$ cat config.mk
export PLATFORM = sky130hd
export DESIGN_NAME = rv32_multicycle_ctrl_flat
export DESIGN_NICKNAME = d
export VERILOG_FILES = /design/src/rtl/rv32_multicycle_ctrl_pkg.sv /design/src/rtl/rv32_multicycle_ctrl_if.sv /design/src/rtl/rv32_insn_legal.sv /design/src/rtl/rv32_multicycle_ctrl.sv /design/src/flat_wrapper.sv
export SDC_FILE = /design/constraint.sdc
export NUM_CORES = 1
export LEC_CHECK = 0
export BUFFER_PORTS_ARGS = -buffer_cell sky130_fd_sc_hd__buf_2
export CAP_MARGIN = 20
export CORE_ASPECT_RATIO = 1.4
export CORE_MARGIN = 4
export CORE_UTILIZATION = 53
export DETAILED_ROUTE_END_ITERATION = 12
export PLACE_DENSITY_LB_ADDON = 0.08
export SLEW_MARGIN = 20
export SYNTH_ARGS = -nofsm -noshare
export SYNTH_HDL_FRONTEND = slang
export SYNTH_SLANG_ARGS = --single-unit
$ cat constraint.sdc
create_clock -name clk -period 3 [get_ports clk]
set_clock_uncertainty 0.1 [all_clocks]
set_input_delay 0.45 -clock clk [delete_from_list [all_inputs] [get_ports clk]]
set_output_delay 0.45 -clock clk [all_outputs]
set_load 0.02 [all_outputs]
$ cat src/rtl/rv32_multicycle_ctrl_pkg.sv
// Shared RV32I constants: opcodes, controller state encoding and datapath select codes.
// Datapath and controller both import this so their mux encodings cannot drift apart.
package rv32_multicycle_ctrl_pkg;

  localparam logic [6:0] OPC_LUI      = 7'b0110111;
  localparam logic [6:0] OPC_AUIPC    = 7'b0010111;
  localparam logic [6:0] OPC_JAL      = 7'b1101111;
  localparam logic [6:0] OPC_JALR     = 7'b1100111;
  localparam logic [6:0] OPC_BRANCH   = 7'b1100011;
  localparam logic [6:0] OPC_LOAD     = 7'b0000011;
  localparam logic [6:0] OPC_STORE    = 7'b0100011;
  localparam logic [6:0] OPC_OP_IMM   = 7'b0010011;
  localparam logic [6:0] OPC_OP       = 7'b0110011;
  localparam logic [6:0] OPC_MISC_MEM = 7'b0001111;
  localparam logic [6:0] OPC_SYSTEM   = 7'b1110011;

  typedef enum logic [2:0] {
    ST_RESET,
    ST_FETCH,
    ST_DECODE,
    ST_EXECUTE,
    ST_MEM,
    ST_WRITEBACK,
    ST_HALT
  } state_t;

  localparam logic [1:0] ALU_A_RS1  = 2'd0;
  localparam logic [1:0] ALU_A_PC   = 2'd1;
  localparam logic [1:0] ALU_A_ZERO = 2'd2;

  localparam logic ALU_B_RS2 = 1'b0;
  localparam logic ALU_B_IMM = 1'b1;

  localparam logic [2:0] IMM_I = 3'd0;
  localparam logic [2:0] IMM_S = 3'd1;
  localparam logic [2:0] IMM_B = 3'd2;
  localparam logic [2:0] IMM_U = 3'd3;
  localparam logic [2:0] IMM_J = 3'd4;

  localparam logic [1:0] WB_ALU = 2'd0;
  localparam logic [1:0] WB_MEM = 2'd1;
  localparam logic [1:0] WB_PC4 = 2'd2;

  localparam logic [1:0] PC_PLUS4     = 2'd0;
  localparam logic [1:0] PC_ALU       = 2'd1;
  localparam logic [1:0] PC_ALU_ALIGN = 2'd2;
  localparam logic [1:0] PC_RESET     = 2'd3;

endpackage

$ cat src/rtl/rv32_multicycle_ctrl_if.sv
// Controller <-> datapath/memory bundle; master is the controller, slave the datapath side.
interface rv32_multicycle_ctrl_if #(
  parameter int CNT_WIDTH = 64
);
  logic [6:0]           opcode;
  logic [2:0]           funct3;
  logic                 branch_taken;
  logic                 mem_ready;
  logic                 mem_req;
  logic                 mem_we;
  logic                 mem_addr_sel;
  logic                 ir_load;
  logic [1:0]           alu_a_sel;
  logic                 alu_b_sel;
  logic [2:0]           imm_sel;
  logic                 reg_write;
  logic [1:0]           wb_sel;
  logic                 pc_write;
  logic [1:0]           pc_sel;
  logic                 trap;
  logic [CNT_WIDTH-1:0] instret;

  modport master (
    input  opcode, funct3, branch_taken, mem_ready,
    output mem_req, mem_we, mem_addr_sel, ir_load, alu_a_sel, alu_b_sel, imm_sel,
           reg_write, wb_sel, pc_write, pc_sel, trap, instret
  );

  modport slave (
    output opcode, funct3, branch_taken, mem_ready,
    input  mem_req, mem_we, mem_addr_sel, ir_load, alu_a_sel, alu_b_sel, imm_sel,
           reg_write, wb_sel, pc_write, pc_sel, trap, instret
  );
endinterface

$ cat src/rtl/rv32_insn_legal.sv
// Combinational RV32I legality check on opcode/funct3 (funct7 is not examined).
module rv32_insn_legal
  import rv32_multicycle_ctrl_pkg::*;
(
  input  logic [6:0] opcode,
  input  logic [2:0] funct3,
  output logic       legal
);

  always_comb begin
    legal = 1'b0;
    case (opcode)
      OPC_LUI, OPC_AUIPC, OPC_JAL, OPC_OP_IMM, OPC_OP, OPC_MISC_MEM: legal = 1'b1;
      OPC_JALR:   legal = (funct3 == 3'd0);
      OPC_BRANCH: legal = (funct3 != 3'd2) && (funct3 != 3'd3);
      OPC_LOAD:   legal = (funct3 != 3'd3) && (funct3 != 3'd6) && (funct3 != 3'd7);
      OPC_STORE:  legal = (funct3 < 3'd3);
      default:    legal = 1'b0;  // SYSTEM lands here too: the core halts on it
    endcase
  end

endmodule

$ cat src/rtl/rv32_multicycle_ctrl.sv
// Multi-cycle RV32I control FSM: sequences fetch/decode/execute/mem/writeback,
// counts retired instructions and halts on illegal or SYSTEM instructions.
module rv32_multicycle_ctrl
  import rv32_multicycle_ctrl_pkg::*;
#(
  parameter int         CNT_WIDTH    = 64,
  parameter logic [1:0] RESET_PC_SEL = 2'd3
) (
  input logic                    clk,
  input logic                    rst_n,
  rv32_multicycle_ctrl_if.master bus
);

  state_t               state_reg, state_next;
  logic [CNT_WIDTH-1:0] instret_reg;
  logic                 trap_reg;
  logic                 retire, trap_set, legal;
  logic [1:0]           op_a_sel;
  logic                 op_b_sel;
  logic [2:0]           op_imm_sel;

  rv32_insn_legal u_legal (
    .opcode (bus.opcode),
    .funct3 (bus.funct3),
    .legal  (legal)
  );

  // Operand selects per opcode; applied in EXECUTE and held through MEM.
  always_comb begin
    op_a_sel   = ALU_A_RS1;
    op_b_sel   = ALU_B_IMM;
    op_imm_sel = IMM_I;
    case (bus.opcode)
      OPC_LUI:    begin op_a_sel = ALU_A_ZERO; op_imm_sel = IMM_U; end
      OPC_AUIPC:  begin op_a_sel = ALU_A_PC;   op_imm_sel = IMM_U; end
      OPC_OP:     op_b_sel = ALU_B_RS2;
      OPC_STORE:  op_imm_sel = IMM_S;
      OPC_JAL:    begin op_a_sel = ALU_A_PC;   op_imm_sel = IMM_J; end
      OPC_BRANCH: begin op_a_sel = ALU_A_PC;   op_imm_sel = IMM_B; end
      default:    ;
    endcase
  end

  always_comb begin
    state_next       = state_reg;
    retire           = 1'b0;
    trap_set         = 1'b0;
    bus.mem_req      = 1'b0;
    bus.mem_we       = 1'b0;
    bus.mem_addr_sel = 1'b0;
    bus.ir_load      = 1'b0;
    bus.alu_a_sel    = ALU_A_RS1;
    bus.alu_b_sel    = ALU_B_RS2;
    bus.imm_sel      = IMM_I;
    bus.reg_write    = 1'b0;
    bus.wb_sel       = WB_ALU;
    bus.pc_write     = 1'b0;
    bus.pc_sel       = PC_PLUS4;
    case (state_reg)
      ST_RESET: begin
        // State register sits in RESET while rst_n is low; only load the vector once released.
        bus.pc_write = rst_n;
        bus.pc_sel   = RESET_PC_SEL;
        state_next   = ST_FETCH;
      end
      ST_FETCH: begin
        bus.mem_req = 1'b1;
        if (bus.mem_ready) begin
          bus.ir_load = 1'b1;
          state_next  = ST_DECODE;
        end
      end
      ST_DECODE: begin
        if (!legal) begin
          trap_set   = 1'b1;
          state_next = ST_HALT;
        end else if (bus.opcode == OPC_MISC_MEM) begin
          state_next = ST_WRITEBACK;
        end else begin
          state_next = ST_EXECUTE;
        end
      end
      ST_EXECUTE: begin
        bus.alu_a_sel = op_a_sel;
        bus.alu_b_sel = op_b_sel;
        bus.imm_sel   = op_imm_sel;
        if (bus.opcode == OPC_BRANCH) begin
          bus.pc_write = 1'b1;
          bus.pc_sel   = bus.branch_taken ? PC_ALU : PC_PLUS4;
          retire       = 1'b1;
          state_next   = ST_FETCH;
        end else if (bus.opcode == OPC_LOAD || bus.opcode == OPC_STORE) begin
          state_next = ST_MEM;
        end else begin
          state_next = ST_WRITEBACK;
        end
      end
      ST_MEM: begin
        bus.alu_a_sel    = op_a_sel;
        bus.alu_b_sel    = op_b_sel;
        bus.imm_sel      = op_imm_sel;
        bus.mem_req      = 1'b1;
        bus.mem_addr_sel = 1'b1;
        bus.mem_we       = (bus.opcode == OPC_STORE);
        if (bus.mem_ready) begin
          if (bus.opcode == OPC_STORE) begin
            bus.pc_write = 1'b1;
            retire       = 1'b1;
            state_next   = ST_FETCH;
          end else begin
            state_next = ST_WRITEBACK;
          end
        end
      end
      ST_WRITEBACK: begin
        bus.reg_write = (bus.opcode != OPC_MISC_MEM);
        bus.pc_write  = 1'b1;
        retire        = 1'b1;
        state_next    = ST_FETCH;
        case (bus.opcode)
          OPC_LOAD: bus.wb_sel = WB_MEM;
          OPC_JAL:  begin bus.wb_sel = WB_PC4; bus.pc_sel = PC_ALU; end
          OPC_JALR: begin bus.wb_sel = WB_PC4; bus.pc_sel = PC_ALU_ALIGN; end
          default:  ;
        endcase
      end
      ST_HALT: state_next = ST_HALT;
      default: state_next = ST_HALT;
    endcase
  end

  always_ff @(posedge clk or negedge rst_n) begin
    if (!rst_n) begin
      state_reg   <= ST_RESET;
      instret_reg <= '0;
      trap_reg    <= 1'b0;
    end else begin
      state_reg <= state_next;
      if (retire) instret_reg <= instret_reg + CNT_WIDTH'(1);
      if (trap_set) trap_reg <= 1'b1;
    end
  end

  assign bus.trap    = trap_reg;
  assign bus.instret = instret_reg;

endmodule

$ cat src/flat_wrapper.sv
// flat-port wrapper written by rule: the top's interface ports become plain ports
module rv32_multicycle_ctrl_flat import rv32_multicycle_ctrl_pkg::*;
#(
  parameter int         CNT_WIDTH    = 64,
  parameter logic [1:0] RESET_PC_SEL = 2'd3
)
  (clk, rst_n, bus_opcode, bus_funct3, bus_branch_taken, bus_mem_ready, bus_mem_req, bus_mem_we, bus_mem_addr_sel, bus_ir_load, bus_alu_a_sel, bus_alu_b_sel, bus_imm_sel, bus_reg_write, bus_wb_sel, bus_pc_write, bus_pc_sel, bus_trap, bus_instret);
  rv32_multicycle_ctrl_if #(.CNT_WIDTH(CNT_WIDTH)) bus_i ();
  input logic clk;
  input logic rst_n;
  input wire logic [$bits(bus_i.opcode)-1:0] bus_opcode;
  input wire logic [$bits(bus_i.funct3)-1:0] bus_funct3;
  input wire logic [$bits(bus_i.branch_taken)-1:0] bus_branch_taken;
  input wire logic [$bits(bus_i.mem_ready)-1:0] bus_mem_ready;
  output wire logic [$bits(bus_i.mem_req)-1:0] bus_mem_req;
  output wire logic [$bits(bus_i.mem_we)-1:0] bus_mem_we;
  output wire logic [$bits(bus_i.mem_addr_sel)-1:0] bus_mem_addr_sel;
  output wire logic [$bits(bus_i.ir_load)-1:0] bus_ir_load;
  output wire logic [$bits(bus_i.alu_a_sel)-1:0] bus_alu_a_sel;
  output wire logic [$bits(bus_i.alu_b_sel)-1:0] bus_alu_b_sel;
  output wire logic [$bits(bus_i.imm_sel)-1:0] bus_imm_sel;
  output wire logic [$bits(bus_i.reg_write)-1:0] bus_reg_write;
  output wire logic [$bits(bus_i.wb_sel)-1:0] bus_wb_sel;
  output wire logic [$bits(bus_i.pc_write)-1:0] bus_pc_write;
  output wire logic [$bits(bus_i.pc_sel)-1:0] bus_pc_sel;
  output wire logic [$bits(bus_i.trap)-1:0] bus_trap;
  output wire logic [$bits(bus_i.instret)-1:0] bus_instret;
  assign bus_i.opcode = bus_opcode;
  assign bus_i.funct3 = bus_funct3;
  assign bus_i.branch_taken = bus_branch_taken;
  assign bus_i.mem_ready = bus_mem_ready;
  assign bus_mem_req = bus_i.mem_req;
  assign bus_mem_we = bus_i.mem_we;
  assign bus_mem_addr_sel = bus_i.mem_addr_sel;
  assign bus_ir_load = bus_i.ir_load;
  assign bus_alu_a_sel = bus_i.alu_a_sel;
  assign bus_alu_b_sel = bus_i.alu_b_sel;
  assign bus_imm_sel = bus_i.imm_sel;
  assign bus_reg_write = bus_i.reg_write;
  assign bus_wb_sel = bus_i.wb_sel;
  assign bus_pc_write = bus_i.pc_write;
  assign bus_pc_sel = bus_i.pc_sel;
  assign bus_trap = bus_i.trap;
  assign bus_instret = bus_i.instret;
  rv32_multicycle_ctrl #(.CNT_WIDTH(CNT_WIDTH), .RESET_PC_SEL(RESET_PC_SEL)) u_core (.clk(clk), .rst_n(rst_n), .bus(bus_i));
endmodule
# ---- Yosys cells after proc, flatten, opt, wreduce, memory -nomap -nowiden
# Cells that the tools add are included.
dict set report totals {
  romBits 0
  register_bits 68
  inputBits 14
  ram_bits 0
  latch_bits 0
  output_inout_bits 81
  n_memories 0
}
dict set report classes {
  n_lt_le_gt_ge 1
  n_mul 0
  mux 34
  div_mod_pow 0
  n_eq_ne 22
  add_sub_neg 1
  shifts 0
  reduce_logical 14
  bitwise_logic 0
}
# cell n
set op_table {}
lappend op_table {{adder 64 x 1 -> 64 bit (second input constant)} 1}
lappend op_table {{== test 7 x 6 -> 1 bit (second input constant)} 3}
lappend op_table {{== test 7 bit (second input constant)} 3}
lappend op_table {{two-way mux 3 bit} 7}
lappend op_table {{two-way mux 1 bit} 15}
lappend op_table {{case mux 3 bit (5 select lines)} 1}
lappend op_table {{== test 7 x 5 -> 1 bit (second input constant)} 2}
lappend op_table {{case mux 2 bit (2 select lines)} 3}
lappend op_table {{case mux 3 bit (4 select lines)} 1}
lappend op_table {{OR reduction 2 bit} 5}
lappend op_table {{== test 7 x 2 -> 1 bit (second input constant)} 1}
lappend op_table {{== test 7 x 4 -> 1 bit (second input constant)} 1}
lappend op_table {{inequality test 7 x 4 -> 1 bit (second input constant)} 1}
lappend op_table {{== test 3 x 2 -> 1 bit (second input constant)} 2}
lappend op_table {{== test 3 bit (second input constant)} 2}
lappend op_table {{logical NOT 3 bit} 2}
lappend op_table {{two-way mux 2 bit} 3}
lappend op_table {{inequality test 3 x 2 -> 1 bit (second input constant)} 2}
lappend op_table {{inequality test 3 bit (second input constant)} 2}
lappend op_table {{case mux 2 bit (3 select lines)} 1}
lappend op_table {{OR reduction 6 bit} 1}
lappend op_table {{case mux 1 bit (5 select lines)} 1}
lappend op_table {{inequality test 2 bit (second input constant)} 2}
lappend op_table {{case mux 1 bit (4 select lines)} 1}
lappend op_table {{other kinds (7)} 9}

# ---- Depth between registers and ports, before layout
dict set report logic_depth {
  ltp_word 6
  ltp_mapped 8
  depth_no_buf 6
}

# ---- Cells and area by module
# From an unflattened synthesis, not the netlist that was laid out.
dict set report hier_totals {
  cells_unflattened 370
  area_unflattened_um2 3684.8
}
# mod cells_each instances area_each_um2
set modules_own_cells {}
lappend modules_own_cells {rv32_multicycle_ctrl 356 1 3590.9}
lappend modules_own_cells {rv32_insn_legal 14 1 93.8}

# ---- Worst setup path after synthesis
# Ideal clock, no wire load.
dict set report synth_path {
  kind {reg-to-output}
  startpoint {reg u_core.state_reg[1]}
  endpoint {out bus_alu_a_sel[0]}
  arrival_time_ns 1.871
  slack_ns 0.579
  stages_incl_launch_ff 7
  required_ns 2.450
  path_cell_list {dfrtp_1 clkbuf_1 nand2b_1 nor2_1 nor2b_1 a21oi_1 a21o_1}
}
dict set report synth_between {
  elab_chain_len 3
  elab_cells_between_ends 4
}
# item line
set synth_rtl {}
lappend synth_rtl {{start: declaration} rv32_multicycle_ctrl.sv:14} ;# state_t state_reg, state_next;
lappend synth_rtl {{start signal: assignment} rv32_multicycle_ctrl.sv:138} ;# state_reg <= state_next;
lappend synth_rtl {{== test 3 x 2 -> 1 bit / == test 3 bit (equally long branches)} rv32_multicycle_ctrl.sv:59} ;# case (state_reg)
lappend synth_rtl {{OR reduction 2 bit (no source line) *} -}
lappend synth_rtl {{two-way mux 2 bit *} rv32_multicycle_ctrl.sv:59}
lappend synth_rtl {{end: declaration} flat_wrapper.sv:19} ;# output wire logic [$bits(bus_i.alu_a_sel)-1:0] bus_alu_a_sel;
# Every way passes the cells marked *; elsewhere a longest branch is shown, timed or not.

# ---- Worst setup path in the final report
dict set report layout_path {
  startpoint {reg u_core.state_reg[2]}
  endpoint {out bus_pc_write}
}
dict set report layout_between {
  elab_chain_len 2
  elab_cells_between_ends 5
}
# item line
set layout_rtl {}
lappend layout_rtl {{== test 3 bit (tied with other cells)} rv32_multicycle_ctrl.sv:59}
lappend layout_rtl {{case mux 1 bit (4 select lines) *} rv32_multicycle_ctrl.sv:59}
lappend layout_rtl {{end: declaration} flat_wrapper.sv:24} ;# output wire logic [$bits(bus_i.pc_write)-1:0] bus_pc_write;
# Marks and branches as above.

==> flow_metrics.py <==
metrics = {
    "detailed_routing": {
        "routed_via_density": 5.60,
        "vias": 3254,
        "wire_per_inst_um": 16.3,
        "drc_errors": 0,
        "drt_wl_total_mm": 9.47,
        "ant_nets": 0,
        "drt_iter0_markers": 160,
        "firstDrtPassIters": 4,
    },
    "clocking": {
        "post_cts_buffers": 0,
        "h-tree-depth": 3,
        "hold_buffers": 0,
        "root_buffer": "clkbuf_8",
        "cts_resized": 0,
        "clock_latency_ps": 350,
        "cts_sinks": 68,
        "cts_tree": "yes",
        "clock_path_buffers": 2,
        "numCtsBuffers": 9,
        "path_clk_slew_ps": 80,
    },
    "setup_path": {
        "crit_buf_inv": 1,
        "path_delay_family": "simple AND/OR/NAND/NOR gates",
        "crit_type": "flop to output pin",
        "crit_path_max_fanout": 18,
        "cp_data_arrival_time_ps": 2230,
        "crit_slowest_cell": "and2_1",
        "crit_chain": "nand3b_1 -> o31a_1 -> and2_1 -> nand2_1 -> buf_2",
        "critPathLaunchType": "flop",
        "slowest_delay_ps": 590,
        "end_kind": "output pin",
        "required_ps": 2450,
    },
    "floorplanning": {
        "die_area_sq_um": 8510,
        "dieWidth_um": 79.1,
        "core_area_sq_um": 6940,
        "die_y_um": 108,
        "ios": 95,
        "num_rows": 36,
        "initial_utilization": 0.541,
    },
    "cells_and_area": {
        "antenna_cells": 0,
        "drive_gt1_frac": 0.282,
        "fin_nets": 496,
        "final_util": 0.652,
        "fin_area_sq_um": 4520,
        "largest_reg_flops": 64,
        "area_delta_synth_final_pct": 20.5,
        "multi_input_area_sq_um": 1940,
        "fillCellCount": 631,
        "seq_area_sq_um": 1700,
    },
    "yosys": {
        "syn_area_sq_um": 3750,
        "synth_cell_types": 52,
        "synth_common_cells": "dfrtp_1, xor2_1, nand2_1",
        "yosys-top-cells-area": "dfrtp_1, xor2_1, nor4_2",
        "syn-num-nets": 397,
        "synth_edf_count": 0,
        "synth.avg_cell_area_sq_um": 9.83,
        "synth-seq-cells": 68,
        "synth_top_cell_area_share": 0.453,
        "yosysMostFrequentCell": "dfrtp_1",
        "netlist.top_cell.by_area": "dfrtp_1",
        "async_flop_share": 1.00,
        "ys_seq_area_frac": 0.453,
        "synthFlopType": "dfrtp_1",
        "yosysWarnings": 0,
        "netlist_instances": 382,
    },
    "timing": {
        "tns_ps": 0,
        "max_freq_ghz": 0.360,
        "rsz0062_at_grt": "false",
        "hold_viol": 0,
        "period_needed_ps": 2780,
        "period_share": 0.926,
        "tightest_slew_ps": 852,
        "hold_slack_ps": 228,
        "max_slew_margin": 0.432,
        "slew_violations": 0,
        "setup_viol": 0,
    },
    "hold_path": {
        "min_path_type": "input pin to async pin",
    },
    "placed_design": {
        "portBuffers": 94,
        "postPlaceCellArea_sq_um": 4320,
        "hpwl_mm": 6.95,
        "gp_congestion": 0.922,
    },
    "global_route": {
        "grt.overflow.total": 0,
        "grt_start_max_net_pins": 69,
        "antenna_found_initial": 0,
        "grt_pass1_wl_mm": 15.3,
        "first_global_vias": 3160,
        "grtUsageTotal": 0.231,
    },
    "run_status": {
        "status": "finished clean",
    },
    "power": {
        "powerDensity_nw_per_um2": 558,
        "ir_worst_vdd_mv": 0.414,
        "p_total_mw": 2.52,
        "p_leak_nw": 2.04,
    },
    "run": {
        "cap_violations": 0,
    },
}
==> metal layers <==
| metal | up-vias | global-route usage | share of wire |
|---|---|---|---|
| met5 | - | 0 | 0 |
| met4 | 0 | 0.113 | 0.024 |
| met3 | 17 | 0.0394 | 0.053 |
| met2 | 100 | 0.398 | 0.51 |
| met1 | 1573 | 0.277 | 0.41 |
| li1 | 1564 | - | - |
==> stage by stage <==
| step | worst slack (ps) | std cells |
|---|---|---|
| finish | 223 | 581 |
| global route | 31.2 | 581 |
| CTS | 230 | 581 |
| detailed placement | 518 | 565 |
| global placement | 510 | 565 |
| floorplan | 579 | 382 |
==> where the power goes <==
part	internal (mW)	switching, mW	total (mW)
registers	0.987	0.125	1.11
logic	0.232	0.412	0.643
clock network	0.427	0.341	0.768
==> worst paths after layout <==
kind                                                         from                            endpoint  slack [ps]  depth (start not counted)
worst max-delay path              u_core.state_reg[2]$_DFFE_PN0P_                        bus_pc_write         220                          5
worst min-delay path                                        rst_n   u_core.bus.instret[3]$_DFFE_PN0P_         230                          2
worst max register to register  u_core.bus.instret[0]$_DFFE_PN0P_  u_core.bus.instret[36]$_DFFE_PN0P_         500                          7
worst min register to register        u_core.bus.trap$_DFFE_PN0P_         u_core.bus.trap$_DFFE_PN0P_         370                          1
max in group asynchronous                                   rst_n         u_core.bus.trap$_DFFE_PN0P_        2010                          2
min in group clk                      u_core.bus.trap$_DFFE_PN0P_         u_core.bus.trap$_DFFE_PN0P_         370                          1
==> cells in the final DEF (no fill, tap or decap), types with 2 or more instances in the layout <==
cell and count:
o31a_1 2, nand2_1 35, a21oi_1 7, nor3_2 2, xnor2_1 10, or3_1 3
a211oi_1 2, nor2_1 33, xor2_1 53, nor3_1 23, or4_1 3, a21o_1 2
clkbuf_8 11, nand3_1 20, and4_1 2, buf_2 94, dfrtp_1 68, clkinv_2 2
nor4_1 10, buf_4 7, nor4bb_1 2, inv_1 9, nor3b_1 4, nand2b_1 5
o21ai_0 6, nand3b_1 4, nand4_1 16, nor4_2 13, nor4b_1 2, and2_1 2
a31oi_1 4, nand3_2 2, and3_1 7
==> area by class of cell <==
cell class                 count  area share
sequential                    68       0.376
timing repair buffer         101       0.116
inverter                       9     0.00747
clock buffer                  12      0.0343
tap                           95      0.0263
clock inverter                 4      0.0105
multi-input combinational    292       0.430
==> cells by family (layout without fill, tap and decap cells) <==
logic type / Yosys count / count (layout) / synth area share
adders and majority gates: 1 / 1 / 0.00333
and+or+nand+nor: 197 / 197 / 0.312
AOI/OAI and AO/OA: 30 / 30 / 0.0523
muxes: 1 / 1 / 0.00300
buffers and inverters: 22 / 126 / 0.0287
DFF: 68 / 68 / 0.453
xor gates and xnor gates: 63 / 63 / 0.147
No activity file was read; power rests on OpenSTA's default activity.
